`src/rtl/serv_rf_arb_if.sv`:
```
// Bundle of the core/debug request ports, the register-file RAM handshake and
// the arbiter status outputs. The arbiter connects through 'slave'; the
// requesters, the RAM and the status consumers connect through 'master'.
interface serv_rf_arb_if;
    logic       i_c_req;
    logic       i_c_wen;
    logic       o_c_gnt;
    logic       i_d_req;
    logic       i_d_wen;
    logic       o_d_gnt;
    logic       o_rreq;
    logic       i_rgnt;
    logic       o_wreq;
    logic       o_sel;
    logic [4:0] o_cnt;
    logic       o_busy;
    logic       o_done;
    logic       o_err;

    modport slave (
        input  i_c_req,
        input  i_c_wen,
        output o_c_gnt,
        input  i_d_req,
        input  i_d_wen,
        output o_d_gnt,
        output o_rreq,
        input  i_rgnt,
        output o_wreq,
        output o_sel,
        output o_cnt,
        output o_busy,
        output o_done,
        output o_err
    );

    modport master (
        output i_c_req,
        output i_c_wen,
        input  o_c_gnt,
        output i_d_req,
        output i_d_wen,
        input  o_d_gnt,
        input  o_rreq,
        output i_rgnt,
        input  o_wreq,
        input  o_sel,
        input  o_cnt,
        input  o_busy,
        input  o_done,
        input  o_err
    );
endinterface

```
`src/rtl/serv_rf_arb.sv`:
```
// Register-file access arbiter: shares one serial register-file window between
// the core and the debug/init engine, round-robin on ties, with a bounded wait
// for the RAM read grant.
//
// state | meaning
// IDLE  | no access; arbitrate pending requests, latch the winner into o_sel
// RREQ  | o_rreq high for one cycle, timeout counter loaded
// WAIT  | waiting for i_rgnt; owner's gnt follows it, or o_err after TMO cycles
// XFER  | serial window, o_cnt runs 0..31
// WB    | o_wreq and o_done high for one cycle, last-served pointer updated
module serv_rf_arb #(
    parameter int TMO = 4
) (
    input logic          i_clk,
    input logic          i_rst,
    serv_rf_arb_if.slave bus
);

    localparam int TW = (TMO > 1) ? $clog2(TMO) : 1;
    localparam logic [TW-1:0] TMO_LOAD = TW'(TMO - 1);

    typedef enum logic [2:0] {
        IDLE = 3'd0,
        RREQ = 3'd1,
        WAIT = 3'd2,
        XFER = 3'd3,
        WB   = 3'd4
    } state_t;

    state_t state;
    state_t state_nxt;

    // Owner of the current access (0 core, 1 debug) and the owner served last.
    logic sel;
    logic sel_nxt;
    logic last;
    logic last_nxt;

    // Writeback flag captured together with the RAM read grant.
    logic wen;
    logic wen_nxt;

    logic [4:0] cnt;
    logic [4:0] cnt_nxt;

    // Grant timeout down-counter; expiry is its terminal count of zero.
    logic [TW-1:0] tmo;
    logic [TW-1:0] tmo_nxt;

    // Output pulses are computed one cycle ahead and registered.
    logic c_gnt_q, c_gnt_nxt;
    logic d_gnt_q, d_gnt_nxt;
    logic rreq_q,  rreq_nxt;
    logic wreq_q,  wreq_nxt;
    logic done_q,  done_nxt;
    logic err_q,   err_nxt;

    logic req_any;
    logic req_both;

    assign req_any  = bus.i_c_req | bus.i_d_req;
    assign req_both = bus.i_c_req & bus.i_d_req;

    // State register; reset abandons any access in flight without a pulse.
    always_ff @(posedge i_clk) begin
        if (i_rst) begin
            state <= IDLE;
        end else begin
            state <= state_nxt;
        end
    end

    // Next-state, arbitration, counters and the pulses for the next cycle.
    always_comb begin
        state_nxt = state;
        sel_nxt   = sel;
        last_nxt  = last;
        wen_nxt   = wen;
        cnt_nxt   = 5'd0;
        tmo_nxt   = tmo;
        c_gnt_nxt = 1'b0;
        d_gnt_nxt = 1'b0;
        rreq_nxt  = 1'b0;
        wreq_nxt  = 1'b0;
        done_nxt  = 1'b0;
        err_nxt   = 1'b0;

        case (state)
            IDLE: begin
                if (req_any) begin
                    // A tie goes to whoever was not served last.
                    sel_nxt   = req_both ? ~last : bus.i_d_req;
                    rreq_nxt  = 1'b1;
                    state_nxt = RREQ;
                end
            end

            RREQ: begin
                tmo_nxt   = TMO_LOAD;
                state_nxt = WAIT;
            end

            WAIT: begin
                if (bus.i_rgnt) begin
                    c_gnt_nxt = ~sel;
                    d_gnt_nxt = sel;
                    wen_nxt   = sel ? bus.i_d_wen : bus.i_c_wen;
                    state_nxt = XFER;
                end else if (tmo == '0) begin
                    // Aborted accesses do not count as served.
                    err_nxt   = 1'b1;
                    state_nxt = IDLE;
                end else begin
                    tmo_nxt = tmo - TW'(1);
                end
            end

            XFER: begin
                if (cnt == 5'd31) begin
                    done_nxt = 1'b1;
                    if (wen) begin
                        wreq_nxt  = 1'b1;
                        state_nxt = WB;
                    end else begin
                        last_nxt  = sel;
                        state_nxt = IDLE;
                    end
                end else begin
                    cnt_nxt = cnt + 5'd1;
                end
            end

            WB: begin
                last_nxt  = sel;
                state_nxt = IDLE;
            end

            default: begin
                state_nxt = IDLE;
            end
        endcase
    end

    // Datapath and output pulse registers.
    always_ff @(posedge i_clk) begin
        if (i_rst) begin
            sel     <= 1'b0;
            last    <= 1'b1;
            wen     <= 1'b0;
            cnt     <= 5'd0;
            tmo     <= '0;
            c_gnt_q <= 1'b0;
            d_gnt_q <= 1'b0;
            rreq_q  <= 1'b0;
            wreq_q  <= 1'b0;
            done_q  <= 1'b0;
            err_q   <= 1'b0;
        end else begin
            sel     <= sel_nxt;
            last    <= last_nxt;
            wen     <= wen_nxt;
            cnt     <= cnt_nxt;
            tmo     <= tmo_nxt;
            c_gnt_q <= c_gnt_nxt;
            d_gnt_q <= d_gnt_nxt;
            rreq_q  <= rreq_nxt;
            wreq_q  <= wreq_nxt;
            done_q  <= done_nxt;
            err_q   <= err_nxt;
        end
    end

    assign bus.o_c_gnt = c_gnt_q;
    assign bus.o_d_gnt = d_gnt_q;
    assign bus.o_rreq  = rreq_q;
    assign bus.o_wreq  = wreq_q;
    assign bus.o_done  = done_q;
    assign bus.o_err   = err_q;
    assign bus.o_sel   = sel;
    assign bus.o_cnt   = cnt;
    assign bus.o_busy  = (state != IDLE);

endmodule

```
`src/flat_wrapper.sv`:
```
// flat-port wrapper written by rule: the top's interface ports become plain ports
module serv_rf_arb_flat 
#(
    parameter int TMO = 4
)
  (i_clk, i_rst, bus_i_c_req, bus_i_c_wen, bus_o_c_gnt, bus_i_d_req, bus_i_d_wen, bus_o_d_gnt, bus_o_rreq, bus_i_rgnt, bus_o_wreq, bus_o_sel, bus_o_cnt, bus_o_busy, bus_o_done, bus_o_err);
  serv_rf_arb_if bus_i ();
  input logic i_clk;
  input logic i_rst;
  input wire logic [$bits(bus_i.i_c_req)-1:0] bus_i_c_req;
  input wire logic [$bits(bus_i.i_c_wen)-1:0] bus_i_c_wen;
  output wire logic [$bits(bus_i.o_c_gnt)-1:0] bus_o_c_gnt;
  input wire logic [$bits(bus_i.i_d_req)-1:0] bus_i_d_req;
  input wire logic [$bits(bus_i.i_d_wen)-1:0] bus_i_d_wen;
  output wire logic [$bits(bus_i.o_d_gnt)-1:0] bus_o_d_gnt;
  output wire logic [$bits(bus_i.o_rreq)-1:0] bus_o_rreq;
  input wire logic [$bits(bus_i.i_rgnt)-1:0] bus_i_rgnt;
  output wire logic [$bits(bus_i.o_wreq)-1:0] bus_o_wreq;
  output wire logic [$bits(bus_i.o_sel)-1:0] bus_o_sel;
  output wire logic [$bits(bus_i.o_cnt)-1:0] bus_o_cnt;
  output wire logic [$bits(bus_i.o_busy)-1:0] bus_o_busy;
  output wire logic [$bits(bus_i.o_done)-1:0] bus_o_done;
  output wire logic [$bits(bus_i.o_err)-1:0] bus_o_err;
  assign bus_i.i_c_req = bus_i_c_req;
  assign bus_i.i_c_wen = bus_i_c_wen;
  assign bus_o_c_gnt = bus_i.o_c_gnt;
  assign bus_i.i_d_req = bus_i_d_req;
  assign bus_i.i_d_wen = bus_i_d_wen;
  assign bus_o_d_gnt = bus_i.o_d_gnt;
  assign bus_o_rreq = bus_i.o_rreq;
  assign bus_i.i_rgnt = bus_i_rgnt;
  assign bus_o_wreq = bus_i.o_wreq;
  assign bus_o_sel = bus_i.o_sel;
  assign bus_o_cnt = bus_i.o_cnt;
  assign bus_o_busy = bus_i.o_busy;
  assign bus_o_done = bus_i.o_done;
  assign bus_o_err = bus_i.o_err;
  serv_rf_arb #(.TMO(TMO)) u_core (.i_clk(i_clk), .i_rst(i_rst), .bus(bus_i));
endmodule
```
`config.mk`:
```
export PLATFORM = sky130hd
export DESIGN_NAME = serv_rf_arb_flat
export DESIGN_NICKNAME = d
export VERILOG_FILES = /design/src/rtl/serv_rf_arb_if.sv /design/src/rtl/serv_rf_arb.sv /design/src/flat_wrapper.sv
export SDC_FILE = /design/constraint.sdc
export NUM_CORES = 1
export LEC_CHECK = 0
export ABC_CLOCK_PERIOD_IN_PS = 2100
export BUFFER_PORTS_ARGS = -buffer_cell sky130_fd_sc_hd__buf_2
export CELL_PAD_IN_SITES_DETAIL_PLACEMENT = 1
export CELL_PAD_IN_SITES_GLOBAL_PLACEMENT = 1
export CORE_MARGIN = 2
export CORE_UTILIZATION = 38
export DETAILED_ROUTE_END_ITERATION = 16
export PLACE_DENSITY_LB_ADDON = 0.1
export SETUP_SLACK_MARGIN = 0.05
export SYNTH_ARGS = -nofsm -noshare
export SYNTH_HDL_FRONTEND = slang
export SYNTH_SLANG_ARGS = --single-unit
```
`constraint.sdc`:
```
create_clock -name i_clk -period 2.1 [get_ports i_clk]
set_input_delay 0.21 -clock i_clk [delete_from_list [all_inputs] [get_ports i_clk]]
set_output_delay 0.21 -clock i_clk [all_outputs]
set_load 0.02 [all_outputs]
```
### Word level (Yosys, flattened, before mapping)

Index checks and enable logic that the tools add are counted.
Widths: inputs -> output; s select.

| operators by class | value |
|---|---|
| multiplexer cells | 18 |
| bitwise gates (word level) | 9 |
| equal/unequal tests | 11 |
| $add $sub $neg | 2 |
| reductions and logical operators | 16 |

Operators by type and width:

| cell | number |
|---|---|
| $mux 3 | 5 |
| $pmux 3 s4 | 1 |
| $reduce_or 3->1 | 4 |
| $reduce_and 3->1 | 3 |
| $mux 1 | 8 |
| $not 1->1 | 7 |
| $eq 3x2->1 const B | 2 |
| $ne 2x2->1 const B | 3 |
| $add 5x1->5 const B | 1 |
| $eq 5x5->1 const B | 1 |
| $mux 2 | 2 |
| $ne 2x1->1 const B | 2 |
| $pmux 2 s2 | 1 |
| $reduce_and 2->1 | 2 |
| $reduce_bool 2->1 | 2 |
| $reduce_or 2->1 | 2 |
| $eq 3x1->1 const B | 1 |
| $eq 3x3->1 const B | 1 |
| $logic_not 3->1 | 1 |
| $ne 3x2->1 const B | 1 |
| $reduce_bool 3->1 | 1 |
| $logic_not 2->1 | 1 |
| $pmux 1 s2 | 1 |
| $sub 2x1->2 const B | 1 |
| other kinds (2) | 2 |

| storage, ports and cells | value |
|---|---|
| register bits | 19 |
| output and inout bits | 13 |
| input bits | 7 |
| logic and storage cells | 68 |

### Logic depth before layout (Yosys ltp)

Gate-level depths: netlist of run 1.

| depth | value |
|---|---|
| depth after elaboration | 4 |
| mapped depth | 6 |
| depth with buffers taken out | 6 |

### Worst setup path after synthesis of run 1

Ideal clock, no wire load.

| timing | value |
|---|---|
| path type | flip-flop to flip-flop |
| start point | register u_core.cnt[0], in the netlist u_core.bus.o_cnt[0] |
| end point | register u_core.last |
| setup slack | 0.529 ns |
| data arrival time | 1.499 ns |
| library setup time | 0.072 ns |
| period minus slack after synthesis | 1.571 ns |
| buffers on the path | 0 |
| stages on the path, launching flop included | 7 |
| data required time | 2.028 ns |
| path through | dfxtp_1 -> ha_1 -> and3_1 -> ha_1 -> nand2_1 -> o31ai_1 -> mux2i_1 |

| on the way | value |
|---|---|
| longest elaborated chain between the ends | 3 |

RTL lines:

| element | RTL line | source |
|---|---|---|
| start: declaration | serv_rf_arb.sv:43 | `logic [4:0] cnt;` |
| start signal: assignment | serv_rf_arb.sv:162 | `cnt <= cnt_nxt;` |
| $eq 5x5->1 | serv_rf_arb.sv:119 | `if (cnt == 5'd31) begin` |
| $ne 2x1->1 (no line) | - |  |
| $reduce_and 3->1 (no line) | - |  |
| end signal: assignment | serv_rf_arb.sv:160 | `last <= last_nxt;` |
| end: declaration | serv_rf_arb.sv:36 | `logic last;` |

Every way passes these cells.
A chain may end at the register's enable or synchronous reset.

### Final worst setup path of run 1

Ends and elaborated chain as after synthesis.

==> impl_metrics.py, run 1 <==
metrics = {
    "run_status": {
        "status": "finished, final reports clean",
    },
    "floorplanning": {
        "placeableCoreArea_um2": 1982,
        "rows": 16,
        "die_x_um": 50.16,
        "die_area_um2": 2516,
        "io_pins": 20,
        "die_h_um": 50.16,
        "initial_core_util_pct": 40.85,
    },
    "setup_path": {
        "slowest_stage": "dfxtp_1",
        "path_class": "register to register",
        "cp_cell_sequence": "ha_1 -> and3_1 -> ha_1 -> nand2_1 -> o31ai_1 -> mux2i_1",
        "end_kind": "register",
        "crit_path_start_kind": "register",
        "max_stage_delay_ns": 0.38,
        "cp_data_arrival_time_ns": 1.81,
        "cp_max_fo": 4,
        "required_ns": 2.33,
        "critical_path.top_delay_family": "adder cells",
        "path_buf_inv": 0,
        "cpMostUsedCell": "ha_1",
    },
    "sta": {
        "tns_ns": 0,
        "clock-skew-final_ns": 0.001243,
        "drv_slew": 0,
        "min_period_ns": 1.577,
        "post-route-period-util_pct": 75.10,
        "worst_pin_slew_ns": 0.4122,
        "finalSetupViolCount": 0,
        "hold_violations": 0,
        "rsz0062_at_grt": "no",
        "fin_ws_ns": 0.5230,
        "relSlewSlack_pct": 72.48,
        "fmax_ghz": 0.6341,
    },
    "drt": {
        "dr.pass1.iters": 2,
        "wirelength_um": 1539,
        "drt_iter0_drc": 1,
        "drc": 0,
        "avgViaCountPerCell": 4.929,
        "wl_per_cell_um": 12.21,
        "ant_nets": 0,
        "vias": 621,
    },
    "finish": {
        "drive_gt1_share_pct": 25.25,
        "fill_cells": 240,
        "instances_no_fill": 126,
        "area_growth_pct": 15.30,
        "nets": 110,
        "antenna_cells": 0,
        "utilization_pct": 47.10,
        "design_area_um2": 933.4,
    },
    "synth": {
        "synth_top_area_share_pct": 46.99,
        "netlist_top_cells_count": "19 x dfxtp_1, 6 x nor2_1, 5 x inv_1",
        "yosysMostFrequentCell": "dfxtp_1",
        "synth.distinct_cells": 34,
        "synthesis.area_um2": 809.5,
        "async_flop_share_pct": 0,
        "yosys_warnings": 0,
        "yosysSeqAreaShare_pct": 46.99,
        "synthTopCellsByArea": "dfxtp_1 47%, ha_1 4.6%, a211oi_1 3.7%",
        "synth_top_area_cell": "dfxtp_1",
        "synth_edf_count": 0,
        "syn-num-nets": 90,
        "synth-seq-cells": 19,
        "syn_inst": 80,
        "syn_area_per_cell_um2": 10.12,
        "yosys_most_used_dff": "dfxtp_1",
    },
    "placement": {
        "dp_cells": 122,
        "io_buffers": 19,
        "gp_congestion": 0.7111,
        "post_dp_cell_area_um2": 907.1,
        "dp_slack_ns": 0.5409,
        "dp_hpwl_um": 1133,
    },
    "clock_network": {
        "cts_tree": "built",
        "cts-buffers-inserted": 3,
        "clk_pin_slew_ns": 0.10,
        "post_cts_buffers": 0,
        "cts_hold_buf": 0,
        "clock-sinks": 19,
        "cts_resized": 0,
        "root_buffer": "clkbuf_4",
        "clk_latency_ns": 0.29,
        "clk_path_buf_depth": 2,
        "h-tree-depth": 1,
    },
    "pwr": {
        "powerDensity_nw_per_um2": 726.5,
        "leakage_nw": 0.4054,
        "ir_worst_vdd_v": 0.0003180,
    },
    "global_route": {
        "track_usage_pct": 13.78,
        "grt_overflow": 0,
        "antenna_found_initial": 0,
        "grt_pass1_vias": 583,
        "grt_pass1_wl_um": 2628,
        "grt_max_degree": 15,
    },
    "flow_run": {
        "maxCapViolCount": 0,
    },
    "hold_path": {
        "hold_class": "primary input to register",
    },
}
## cell type report
cell class / count / area (um2) / area share, %
flip-flops and latches: 19 / 380.4 / 40.75
multi-input cells: 52 / 379.1 / 40.62
repair buffers: 19 / 95.09 / 10.19
well taps: 27 / 33.78 / 3.619
clock buffers: 4 / 26.28 / 2.815
inverters: 5 / 18.77 / 2.011
## logic make-up after synthesis
logic type      share of synthesized area, %
buf+inv                                6.181
compound gates                         11.90
simple gates                           24.27
flops                                  46.99
mux                                    3.864
xor+xnor                               2.164
fa+ha+maj                              4.637
## sequential cells by signal, summed over array words and instances (netlist names)
signal	cells
u_core.bus.o_rreq	1
u_core.tmo	2
u_core.bus.o_err	1
u_core.bus.o_cnt	5
u_core.bus.o_done	1
u_core.bus.o_c_gnt	1
u_core.last	1
u_core.wen	1
u_core.state	3
u_core.bus.o_d_gnt	1
u_core.bus.o_wreq	1
u_core.bus.o_sel	1
## report_power, final
part	switching [mW]	total, mW	internal [mW]
Combinational	0.0526	0.0981	0.0455
Clock	0.109	0.183	0.0738
Sequential	0.0212	0.397	0.376
## per-layer routing
layer  global-route usage, %  up-vias  routed length [um]
met5                       0        -                   0
met4                   5.556        0                  13
met3                   3.571        2                  63
met2                   21.93       12                 728
met1                   17.67      288                 734
li1                        -      319                   -
## path summary, 6_finish.rpt
kind	from	end	slack, ns	cells after the start
setup reg to reg	u_core.bus.o_cnt[0]$_SDFF_PP0_	u_core.last$_SDFFE_PP1P_	0.52	6
setup / recovery	u_core.bus.o_cnt[0]$_SDFF_PP0_	u_core.last$_SDFFE_PP1P_	0.52	6
hold reg to reg	u_core.bus.o_cnt[0]$_SDFF_PP0_	u_core.bus.o_cnt[0]$_SDFF_PP0_	0.47	1
hold / removal	bus_i_d_req	u_core.bus.o_rreq$_SDFF_PP0_	0.18	3
## worst reg2reg max path, stage by stage, from the launching register on
cell	delay (ns)
dfxtp_1	0.38
ha_1	0.20
and3_1	0.17
ha_1	0.21
nand2_1	0.09
o31ai_1	0.27
mux2i_1	0.20
## through the flow
| stage | total power, mW | hold WS, ns |
|---|---|---|
| finish | 0.6781 | 0.1779 |
| CTS | 0.6897 | 0.1720 |
| floorplan | 0.4818 | 0.3657 |
| global route | 0.7183 | 0.1930 |
| detailed placement | 0.5036 | 0.4519 |
| global placement | 0.5027 | 0.4428 |
## cells in the final DEF, fill, tap and decap left out, types with 2 or more instances in the layout
cell      instances
nand2_1           2
mux2i_1           2
clkbuf_4          3
nor2_1            6
dfxtp_1          19
and2_1            4
ha_1              3
nor3_1            4
a311oi_1          2
buf_2            19
a211oi_1          4
nor3b_1           2
inv_1             5
nand3_1           2
nand2b_1          3
Power figures use the tool's default switching activity.
==> run 2, diff against run 1 <==
--- a/config.mk
+++ b/config.mk
@@ -5,7 +5,7 @@
 export SDC_FILE = /design/constraint.sdc
 export NUM_CORES = 1
 export LEC_CHECK = 0
-export ABC_CLOCK_PERIOD_IN_PS = 2100
+export ABC_CLOCK_PERIOD_IN_PS = 1600
 export BUFFER_PORTS_ARGS = -buffer_cell sky130_fd_sc_hd__buf_2
 export CELL_PAD_IN_SITES_DETAIL_PLACEMENT = 1
 export CELL_PAD_IN_SITES_GLOBAL_PLACEMENT = 1
==> constraint.sdc (replaced) <==
create_clock -name i_clk -period 1.6 [get_ports i_clk]
set_input_delay 0.16 -clock i_clk [delete_from_list [all_inputs] [get_ports i_clk]]
set_output_delay 0.16 -clock i_clk [all_outputs]
set_load 0.02 [all_outputs]
==> impl_metrics.py, run 2 (same netlist as run 1, synthesis figures left out) <==
metrics = {
    "finish": {
        "utilization_pct": 49.24,
        "drive_gt1_share_pct": 32.32,
        "antenna_cells": 0,
        "nets": 110,
        "final_common_cell": "buf_2",
        "fill_cells": 242,
        "instances_no_fill": 126,
        "area_growth_pct": 20.56,
        "layout_common_cells": "19 x buf_2, 17 x dfxtp_1, 6 x nor2_1, 5 x inv_1",
        "largest_reg_flops": 5,
    },
    "sta": {
        "fmax_ghz": 0.6662,
        "tns_ns": 0,
        "min_period_ns": 1.501,
        "holdWs_ns": 0.1321,
        "clock-skew-final_ns": 0.003661,
        "drv_slew": 0,
        "worst_pin_slew_ns": 0.4630,
        "hold_violations": 0,
        "finalSetupViolCount": 0,
        "rsz0062_at_grt": "no",
        "relSlewSlack_pct": 69.09,
        "post-route-period-util_pct": 93.82,
    },
    "clock_network": {
        "clk_pin_slew_ns": 0.10,
        "cts_tree": "built",
        "h-tree-depth": 1,
        "root_buffer": "clkbuf_4",
        "cts-buffers-inserted": 3,
        "cts_hold_buf": 0,
        "clock-sinks": 19,
        "clk_path_buf_depth": 2,
        "clk_latency_ns": 0.29,
        "post_cts_buffers": 0,
    },
    "floorplanning": {
        "rows": 16,
        "placeableCoreArea_um2": 1982,
        "io_pins": 20,
        "initial_core_util_pct": 40.85,
        "die_area_um2": 2516,
        "die_x_um": 50.16,
        "die_h_um": 50.16,
    },
    "drt": {
        "wl_per_cell_um": 13.30,
        "dr.pass1.iters": 4,
        "wirelength_um": 1676,
        "drt_iter0_drc": 4,
        "vias": 624,
        "ant_nets": 0,
        "drc": 0,
        "avgViaCountPerCell": 4.952,
    },
    "flow_run": {
        "maxCapViolCount": 0,
    },
    "global_route": {
        "track_usage_pct": 14.97,
        "grt_pass1_wl_um": 2877,
        "grt_max_degree": 15,
        "antenna_found_initial": 0,
        "grt_overflow": 0,
        "grt_pass1_vias": 663,
    },
    "setup_path": {
        "crit_path_start_kind": "register",
        "path_class": "register to register",
        "end_kind": "register",
        "cp_data_arrival_time_ns": 1.73,
        "cp_max_fo": 4,
        "r2r_cells": 6,
        "required_ns": 1.82,
    },
    "pwr": {
        "powerDensity_nw_per_um2": 912.9,
        "leakage_nw": 0.4023,
        "power_mw": 0.8909,
        "ir_worst_vdd_v": 0.0004558,
    },
    "hold_path": {
        "worstHoldPathCells": 3,
        "hold_class": "primary input to register",
    },
    "placement": {
        "dp_hpwl_um": 1204,
        "gp_congestion": 0.6848,
        "dp_cells": 122,
        "io_buffers": 19,
    },
    "run_status": {
        "status": "finished, final reports clean",
    },
}
run 2: final cells by class:
type	instances	area [um2]	share of cell area, %
multi-input combinational	52	419.2	42.95
sequential	19	382.9	39.23
timing repair buffer	19	95.09	9.744
tap	27	33.78	3.462
clock buffer	4	26.28	2.692
inverter	5	18.77	1.923
run 2: final timing paths:
path / endpoint / start / slack, ns
setup / recovery: u_core.last$_SDFFE_PP1P_ / u_core.bus.o_cnt[0]$_SDFF_PP0_ / 0.1
hold / removal: u_core.bus.o_rreq$_SDFF_PP0_ / bus_i_d_req / 0.13
setup reg to reg: u_core.last$_SDFFE_PP1P_ / u_core.bus.o_cnt[0]$_SDFF_PP0_ / 0.1
hold reg to reg: u_core.bus.o_cnt[0]$_SDFF_PP0_ / u_core.bus.o_cnt[0]$_SDFF_PP0_ / 0.47
run 2: report_power, final:
part	total, mW	leakage (nW)	switching (mW)	internal [mW]
Sequential	0.524	0.156	0.0306	0.494
Clock	0.236	0.0150	0.139	0.0968
Combinational	0.130	0.232	0.0699	0.0606
Total	0.891	0.402	0.240	0.651
run 2: stage by stage:
step	worst slack, ns	instance area (um2)
4_1_cts	0.04166	945.9
5_1_grt	0.04713	975.9
3_3_place_gp	0.07934	909.6
2_1_floorplan	0.09691	812.0
3_5_place_dp	0.05381	909.6
6_report	0.09895	975.9
run 2: worst max-delay path, stage by stage (launching register included):
cell,delay [ns]
dfxtp_2,0.39
ha_4,0.15
and3_4,0.19
ha_4,0.14
nand2_1,0.08
o31ai_2,0.28
mux2i_1,0.20
run 2: timing repair:
| action | CTS | global route |
|---|---|---|
| pin swaps | 0 | 1 |
| setup endpoints to repair | 4 | 8 |
| gates resized for setup | 2 | 5 |
run 2: layer usage:
metal / track usage [%] / vias to the layer above / share of wire (%)
li1: - / 318 / -
met1: 18.01 / 297 / 45
met2: 26.32 / 9 / 52
met3: 2.679 / 0 / 3.0
met4: 5.556 / 0 / 0
met5: 0 / - / 0
==> run 3, diff against run 2 <==
--- a/config.mk
+++ b/config.mk
@@ -12,6 +12,7 @@
 export CORE_MARGIN = 2
 export CORE_UTILIZATION = 38
 export DETAILED_ROUTE_END_ITERATION = 16
+export MAX_ROUTING_LAYER = met4
 export PLACE_DENSITY_LB_ADDON = 0.1
 export SETUP_SLACK_MARGIN = 0.05
 export SYNTH_ARGS = -nofsm -noshare
==> impl_metrics.py, run 3 (same netlist as run 1, synthesis figures left out) <==
metrics = {
    "run_status": {
        "status": "finished, final reports clean",
    },
    "drt": {
        "vias": 626,
        "ant_nets": 0,
        "drt_iter0_drc": 3,
        "wirelength_um": 1676,
        "drc": 0,
        "wl_per_cell_um": 13.30,
        "avgViaCountPerCell": 4.968,
        "dr.pass1.iters": 4,
    },
    "sta": {
        "rsz0062_at_grt": "no",
        "hold_violations": 0,
        "post-route-period-util_pct": 93.85,
        "tns_ns": 0,
        "worst_pin_slew_ns": 0.4630,
        "drv_slew": 0,
        "relSlewSlack_pct": 69.09,
        "finalSetupViolCount": 0,
        "clock-skew-final_ns": 0.003631,
        "fmax_ghz": 0.6659,
        "min_period_ns": 1.502,
    },
    "clock_network": {
        "clk_pin_slew_ns": 0.10,
        "clk_path_buf_depth": 2,
        "clk_latency_ns": 0.29,
        "clock-sinks": 19,
        "h-tree-depth": 1,
        "cts_tree": "built",
        "root_buffer": "clkbuf_4",
        "cts-buffers-inserted": 3,
    },
    "finish": {
        "fill_cells": 242,
        "regArea_um2": 382.9,
        "multi_input_area_um2": 419.2,
        "area_growth_pct": 20.56,
        "largest_reg_flops": 5,
        "nets": 110,
        "design_area_um2": 975.9,
        "drive_gt1_share_pct": 32.32,
        "instances_no_fill": 126,
        "final_common_cell": "buf_2",
        "layout_common_cells": "19 x buf_2, 17 x dfxtp_1, 6 x nor2_1, 5 x inv_1",
        "antenna_cells": 0,
    },
    "flow_run": {
        "maxCapViolCount": 0,
    },
    "global_route": {
        "use_met1_pct": 18.01,
        "antenna_found_initial": 0,
        "grt.busiest_layer": "met2",
        "track_usage_pct": 15.38,
        "met3_usage_pct": 2.679,
        "grt_pass1_vias": 664,
        "grt_max_degree": 15,
        "grt_pass1_wl_um": 2884,
        "grt_overflow": 0,
        "grt_util_met2_pct": 26.32,
    },
    "floorplanning": {
        "initial_core_util_pct": 40.85,
        "die_h_um": 50.16,
        "die_x_um": 50.16,
        "placeableCoreArea_um2": 1982,
        "io_pins": 20,
        "rows": 16,
        "die_area_um2": 2516,
    },
    "setup_path": {
        "rr_startpoint": "u_core.bus.o_cnt[0]$_SDFF_PP0_",
        "endpoint": "u_core.last$_SDFFE_PP1P_",
        "cp_max_fo": 4,
        "cp_data_arrival_time_ns": 1.73,
        "rr_endpoint": "u_core.last$_SDFFE_PP1P_",
        "reg2reg_slack_ns": 0.1,
        "end_kind": "register",
        "crit_start": "u_core.bus.o_cnt[0]$_SDFF_PP0_",
        "r2r_cells": 6,
        "required_ns": 1.82,
        "path_class": "register to register",
        "crit_path_start_kind": "register",
    },
    "pwr": {
        "leakage_nw": 0.4023,
        "powerDensity_nw_per_um2": 912.8,
        "power_mw": 0.8909,
        "ir_worst_vdd_v": 0.0004558,
    },
    "placement": {
        "io_buffers": 19,
        "dp_cells": 122,
        "gp_congestion": 0.6919,
        "post_dp_cell_area_um2": 909.6,
        "dp_hpwl_um": 1204,
    },
    "hold_path": {
        "hold_class": "primary input to register",
    },
}
-- run 3: cell counts in the layout (fill, tap and decap cells not counted) --
No cell type changed its count.
-- run 3: area by class of cell --
cell class	instances	share of cell area, %
sequential	19	39.23
multi-input combinational	52	42.95
clock buffer	4	2.692
tap	27	3.462
timing repair buffer	19	9.744
inverter	5	1.923
-- run 3: worst min path at each step --
stage	endpoint	cells after the start	start
6_report	u_core.bus.o_rreq$_SDFF_PP0_	3	bus_i_d_req
5_1_grt	u_core.bus.o_rreq$_SDFF_PP0_	3	bus_i_d_req
4_1_cts	u_core.bus.o_rreq$_SDFF_PP0_	3	bus_i_d_req
3_5_place_dp	u_core.bus.o_cnt[0]$_SDFF_PP0_	1	u_core.bus.o_cnt[0]$_SDFF_PP0_
3_3_place_gp	u_core.bus.o_cnt[0]$_SDFF_PP0_	1	u_core.bus.o_cnt[0]$_SDFF_PP0_
2_1_floorplan	u_core.bus.o_rreq$_SDFF_PP0_	2	bus_i_c_req
-- run 3: per-layer routing --
metal	vias to the layer above	wire [um]
li1	318	-
met1	297	753
met2	9	873
met3	2	38
met4	0	10
met5	-	0
-- run 3: repair_timing --
item                                   CTS  global route
gates cloned                             0             0
pin swaps                                0             1
resized for setup                        2             5
hold buffers                             0             0
setup endpoints to repair                4             8
buffers inserted                         0             0
endpoints found under the hold margin    0             0
-- run 3: worst max-delay path, cell delays in order, from the launching register on --
cell	delay, ns
dfxtp_2	0.39
ha_4	0.15
and3_4	0.19
ha_4	0.14
nand2_1	0.08
o31ai_2	0.28
mux2i_1	0.20
-- run 3: through the flow --
stage	setup slack, ns	utilization, %	hold WS, ns
6_report	0.09836	49.24	0.1320
4_1_cts	0.04166	47.73	0.1214
3_5_place_dp	0.05381	45.90	0.4254
5_1_grt	0.04713	49.24	0.1304
3_3_place_gp	0.07934	45.90	0.4105
2_1_floorplan	0.09691	-	0.3157
-- run 3: where the power goes --
part           leakage (nW)  internal (mW)  switching, mW  total (mW)
logic                 0.232         0.0606         0.0699       0.130
registers             0.156          0.494         0.0306       0.524
clock network        0.0150         0.0968          0.139       0.236
total                 0.402          0.651          0.240       0.891
